==> config.mk <==
export PLATFORM = sky130hd
export DESIGN_NAME = xpe_act_packer
export DESIGN_NICKNAME = d
export VERILOG_FILES = /design/src/rtl/xpe_pkg.sv /design/src/rtl/xpe_binarizer.sv /design/src/rtl/xpe_act_packer.sv
export SDC_FILE = /design/constraint.sdc
export NUM_CORES = 1
export LEC_CHECK = 0
export CAP_MARGIN = 20
export CORE_ASPECT_RATIO = 1.4
export CORE_MARGIN = 2
export CORE_UTILIZATION = 50
export DETAILED_ROUTE_END_ITERATION = 8
export GPL_TIMING_DRIVEN = 1
export PLACE_DENSITY = 0.79
export RECOVER_POWER = 25
export SLEW_MARGIN = 40
export SYNTH_ARGS = -nofsm -noshare
export SYNTH_HDL_FRONTEND = slang
export SYNTH_HIERARCHICAL = 1
export SYNTH_SLANG_ARGS = --single-unit
==> constraint.sdc <==
create_clock -name clk -period 5.56 [get_ports clk]
set_clock_uncertainty 0.1 [all_clocks]
set_input_delay 0.834 -clock clk [delete_from_list [all_inputs] [get_ports clk]]
set_output_delay 0.834 -clock clk [all_outputs]
set_load 0.005 [all_outputs]
==> src/rtl/xpe_pkg.sv <==
// Shared constants and helpers for the XNOR-popcount PE datapath.
// Mask generation here is reused by the packer and the PE array.
package xpe_pkg;

  localparam int XPE_WORD_SIZE = 64;
  localparam int XPE_MASK_MAX  = 256;

  // n low ones, saturated at ws positions
  function automatic logic [XPE_MASK_MAX-1:0] xpe_mask_f(
    input int unsigned n,
    input int unsigned ws
  );
    logic [XPE_MASK_MAX-1:0] m;
    m = '0;
    for (int unsigned i = 0; i < XPE_MASK_MAX; i++) begin
      m[i] = (i < n) && (i < ws);
    end
    return m;
  endfunction

endpackage

==> src/rtl/xpe_binarizer.sv <==
// Signed threshold compare: one activation becomes one packed bit.
// A 1 encodes +1 in the XNOR domain.
module xpe_binarizer #(
  parameter int DATA_W = 8
) (
  input  logic [DATA_W-1:0] data_i,
  input  logic [DATA_W-1:0] thr_i,
  output logic              bit_o
);

  // bit is set when the activation reaches the threshold
  always_comb begin
    bit_o = $signed(data_i) >= $signed(thr_i);
  end

endmodule

==> src/rtl/xpe_act_packer.sv <==
// Streaming binarizer and LSB-first bit packer feeding the PE array.
// Emits {word, mask} per full word or at vector end.
module xpe_act_packer
  import xpe_pkg::*;
#(
  parameter int WORD_SIZE = XPE_WORD_SIZE,
  parameter int DATA_W    = 8,
  parameter int IDX_W     = 16
) (
  input  logic                 clk,
  input  logic                 rst_n,
  input  logic [DATA_W-1:0]    thr,
  input  logic                 in_valid,
  output logic                 in_ready,
  input  logic [DATA_W-1:0]    in_data,
  input  logic                 in_last,
  output logic                 out_valid,
  input  logic                 out_ready,
  output logic [WORD_SIZE-1:0] out_word,
  output logic [WORD_SIZE-1:0] out_mask,
  output logic                 out_last,
  output logic [IDX_W-1:0]     out_word_idx
);

  localparam int PW = $clog2(WORD_SIZE);
  localparam logic [PW-1:0] LAST_POS = PW'(WORD_SIZE - 1);

  logic [PW-1:0]        idx_q, idx_d;
  logic [WORD_SIZE-1:0] asm_q, asm_d;
  logic [WORD_SIZE-1:0] word_q, word_d;
  logic [WORD_SIZE-1:0] mask_q, mask_d;
  logic                 last_q, last_d;
  logic                 vld_q, vld_d;
  logic [IDX_W-1:0]     widx_q, widx_d;

  logic                 bit_w;
  logic                 acc;
  logic                 cmpl;
  logic                 xfer;
  logic [WORD_SIZE-1:0] asm_ins;
  logic [WORD_SIZE-1:0] fill;

  xpe_binarizer #(
    .DATA_W (DATA_W)
  ) u_bin (
    .data_i (in_data),
    .thr_i  (thr),
    .bit_o  (bit_w)
  );

  assign in_ready = !vld_q || out_ready;
  assign acc      = in_valid && in_ready;
  assign cmpl     = acc && ((idx_q == LAST_POS) || in_last);
  assign xfer     = vld_q && out_ready;

  // assembly bits with the incoming bit placed, and populated-position mask
  always_comb begin
    asm_ins        = asm_q;
    asm_ins[idx_q] = bit_w;
    fill = WORD_SIZE'(xpe_mask_f(32'(idx_q) + 32'd1, WORD_SIZE));
  end

  // next-state for assembly, output register and word index
  always_comb begin
    idx_d  = idx_q;
    asm_d  = asm_q;
    word_d = word_q;
    mask_d = mask_q;
    last_d = last_q;
    vld_d  = vld_q;
    widx_d = widx_q;
    if (xfer) begin
      vld_d  = 1'b0;
      widx_d = last_q ? '0 : widx_q + IDX_W'(1);
    end
    if (cmpl) begin
      idx_d  = '0;
      asm_d  = '0;
      word_d = asm_ins & fill;
      mask_d = fill;
      last_d = in_last;
      vld_d  = 1'b1;
    end else if (acc) begin
      idx_d  = idx_q + PW'(1);
      asm_d  = asm_ins;
    end
  end

  // state registers
  always_ff @(posedge clk or negedge rst_n) begin
    if (!rst_n) begin
      idx_q  <= '0;
      asm_q  <= '0;
      word_q <= '0;
      mask_q <= '0;
      last_q <= 1'b0;
      vld_q  <= 1'b0;
      widx_q <= '0;
    end else begin
      idx_q  <= idx_d;
      asm_q  <= asm_d;
      word_q <= word_d;
      mask_q <= mask_d;
      last_q <= last_d;
      vld_q  <= vld_d;
      widx_q <= widx_d;
    end
  end

  assign out_valid    = vld_q;
  assign out_word     = word_q;
  assign out_mask     = mask_q;
  assign out_last     = last_q;
  assign out_word_idx = widx_q;

endmodule

==> results_dict.tcl <==
set metrics [dict create \
    vias 8749 \
    drtAntennaViolNets 0 \
    fin_crit_sh_pct 68.6 \
    arrival_ps 4090 \
    route.detailed.drc 0 \
    muxShareOfSynthArea_pct 6.70 \
    start_util_pct 50.5 \
    fp.dieW_um 125 \
    first_global_vias 8611 \
    worst_setup_path_start_kind "register" \
    ys.flop_type "dfrtp_1" \
    powerDensity_nw_per_um2 272 \
    place.gp.congestion 1.01 \
    maxSlewHeadroom_pct -83.2 \
    grt_overflow_total 0 \
    hold_violations 0 \
    antenna_found_initial 0 \
    cpPeakStageDelay_ps 740 \
    num_rows 62 \
    final_cell_mix "nand2_1, dfrtp_1, clkdlybuf4s50_1" \
    routedWlPerCell_um 19.3 \
    fill_cells 1654 \
    yosys_warnings 6 \
    synth_cells 1082 \
    hold_ws_ps 367 \
    nets 1246 \
    hold_path_class "register to register" \
    setup_violations 0 \
    dpl.hpwl_um 19300 \
    area_growth_pct 24.1 \
    n_antenna_cell 0 \
    die_h_um 174 \
    clkTransAtPathRegs_ps 70 \
    leakage_nw 5.80 \
    cts_tree "yes" \
    r2r-start "idx_q[1]" \
    cts-root-buf "clkbuf_16" \
    synth_edf_count 0 \
    crit_fanout 96 \
    slowest_stage "dfrtp_1" \
    ys_types 65 \
    finalWorstPathRequiredPeriod_ps 3810 \
    final_common_cell "nand2_1" \
    io_pins 168 \
    synth_compound_gate_area_share_pct 16.9 \
    status "finished with violations" \
    syn_avg_cell_area_um2 9.53 \
    track_usage_pct 26.2 \
    setup_tns_ps 0 \
    cts_setup_buffers 0 \
    maxCapViolations 1 \
    dieArea_um2 21800 \
    synth_xor_xnor_area_share_pct 0.680 \
    ir_drop_mv 0.213 \
    violations "max-capacitance violations, max-slew violations" \
    synthAdderAreaFrac_pct 1.33 \
    power_mw 3.48 \
    min_to "out_mask[57]" \
    synthArstFlopShare_pct 100 \
    rsz0062_at_grt "false" \
    fmax_ghz 0.262 \
    clk_path_buf_depth 3 \
    syn_area_um2 10300 \
    grt_pass1_wl_um 46100 \
    drt_iter0_drc 937 \
    worstReg2RegEnd "out_word[2]" \
    core_area_um2 20400 \
    cts_inserted_buffers 21 \
    post_cts_resized 0 \
    cp_cell_sequence "ha_1 -> and3_1 -> a21o_1 -> nand2_8 -> buf_4 -> o41ai_1" \
    worstSetupEndpointType "register" \
    drt_first_pass_iters 6 \
    syn-num-nets 1114 \
    clock_sinks 216 \
    ys_seq_area_share_pct 52.4 \
    required_ps 5840 \
    worstHoldStart "out_mask[57]" \
    synth_top_family_by_area "simple AND/OR/NAND/NOR gates" \
    r2r_slack_ps 1750 \
    routed_wl_um 28700 \
    vias_per_cell 5.89 \
    ctsHoldBuffers 0 \
    h-tree-depth 1 \
    ys_ff_latch 216 \
    reg2regPathDepth 6 \
    io_buffers 167 \
    min_path_cells 2 \
    path_class "register to register" \
    grt_start_max_net_pins 112 \
    synth-simple-area-share_pct 17.8 \
    clkLatencyLatePin_ps 500 \
    drive_gt1_share_pct 7.81 \
    worstMarginPinSlew_ps 2750 \
    slew_viol_final 112 \
]
## final cells by class
cell class / instances / area (um^2) / area share [%]
inverters: 18 / 67.6 / 0.528
flip-flops and latches: 216 / 5410 / 42.3
clock buffers: 25 / 551 / 4.30
repair buffers: 183 / 1780 / 13.9
multi-input cells: 774 / 4530 / 35.4
clock inverters: 13 / 133 / 1.04
well taps: 256 / 320 / 2.50
## per-stage QoR
step / utilization (%) / instances / instance area, um^2 / setup WS [ps]
after CTS: 62.8 / 1485 / 12800 / 1850
after global placement: 59.2 / 1447 / 12100 / 1750
after detailed placement: 59.5 / 1447 / 12100 / 1800
after global routing: 62.7 / 1485 / 12800 / 1140
after floorplan: - / 1082 / 10300 / 2850
final: 62.7 / 1485 / 12800 / 1750
## layer usage
layer	vias up	track usage [%]	routed length, um
li1	4049	-	-
met1	4249	34.5	11500
met2	368	43.7	13900
met3	83	4.31	2160
met4	0	9.86	1130
met5	-	0	0
## synthesized netlist by cell type, types with 4 or more instances
| master | count | share of area (%) |
|---|---|---|
| mux2_2 | 12 | 1.3 |
| o21ai_0 | 121 | 5.9 |
| nor2_1 | 44 | 1.6 |
| and3_1 | 8 | 0.49 |
| ha_1 | 11 | 1.3 |
| nand2_1 | 272 | 9.9 |
| buf_2 | 30 | 1.5 |
| a31oi_1 | 8 | 0.49 |
| a21o_1 | 6 | 0.44 |
| nand3b_1 | 4 | 0.29 |
| a22o_1 | 28 | 2.4 |
| or3_1 | 10 | 0.61 |
| inv_1 | 18 | 0.66 |
| buf_4 | 6 | 0.44 |
| clkbuf_1 | 34 | 1.2 |
| a32o_1 | 14 | 1.4 |
| o21ai_2 | 7 | 0.59 |
| nand4_1 | 7 | 0.42 |
| a21oi_1 | 35 | 1.7 |
| o31ai_1 | 13 | 0.95 |
| a21boi_0 | 4 | 0.29 |
| nand2b_1 | 8 | 0.49 |
| o21ai_1 | 19 | 0.92 |
| nor3_1 | 14 | 0.68 |
| nor3_2 | 5 | 0.49 |
| dfrtp_1 | 216 | 52 |
| mux2i_1 | 54 | 5.2 |
| nand3_1 | 23 | 1.1 |
| xnor2_1 | 7 | 0.59 |
## worst max-delay path by stage
| stage | start | endpoint | slack, ps | cells past startpoint |
|---|---|---|---|---|
| detailed placement | thr[7] | asm_q[3] | 1800 | 10 |
| global placement | out_ready | out_mask[3] | 1750 | 6 |
| floorplan | thr[7] | asm_q[3] | 2850 | 10 |
| CTS | idx_q[1] | out_word[2] | 1850 | 6 |
| global route | rst_n | out_word[17] | 1140 | 2 |
| finish | idx_q[1] | out_word[2] | 1750 | 6 |
## power by group
part	switching (mW)	internal, mW	leakage [nW]
Sequential	0.0270	1.60	3.00
Clock	0.615	0.808	0.327
Combinational	0.303	0.127	2.48
Total	0.945	2.54	5.80
## flip-flops by register name (all words and copies together) (netlist names)
signal,cells
asm_q,64
idx_q,6
out_last,1
out_mask,64
out_valid,1
out_word,64
out_word_idx,16
## worst max-delay path, delay by kind of cell, from the launching register on
| family | cells | cell delay, ps |
|---|---|---|
| compound gates | 2 | 830 |
| fa+ha+maj | 1 | 720 |
| buf+inv | 1 | 440 |
| flops | 1 | 740 |
| simple gates | 2 | 820 |
## logic make-up (layout without fill, tap and decap cells)
group           Yosys count  in the layout
xor+xnor                  8              8
compound gates          273            273
mux                      67             67
simple gates            415            415
fa+ha+maj                11             11
buf+inv                  92            239
flops                   216            216
No activity file was read; power rests on OpenSTA's default activity.
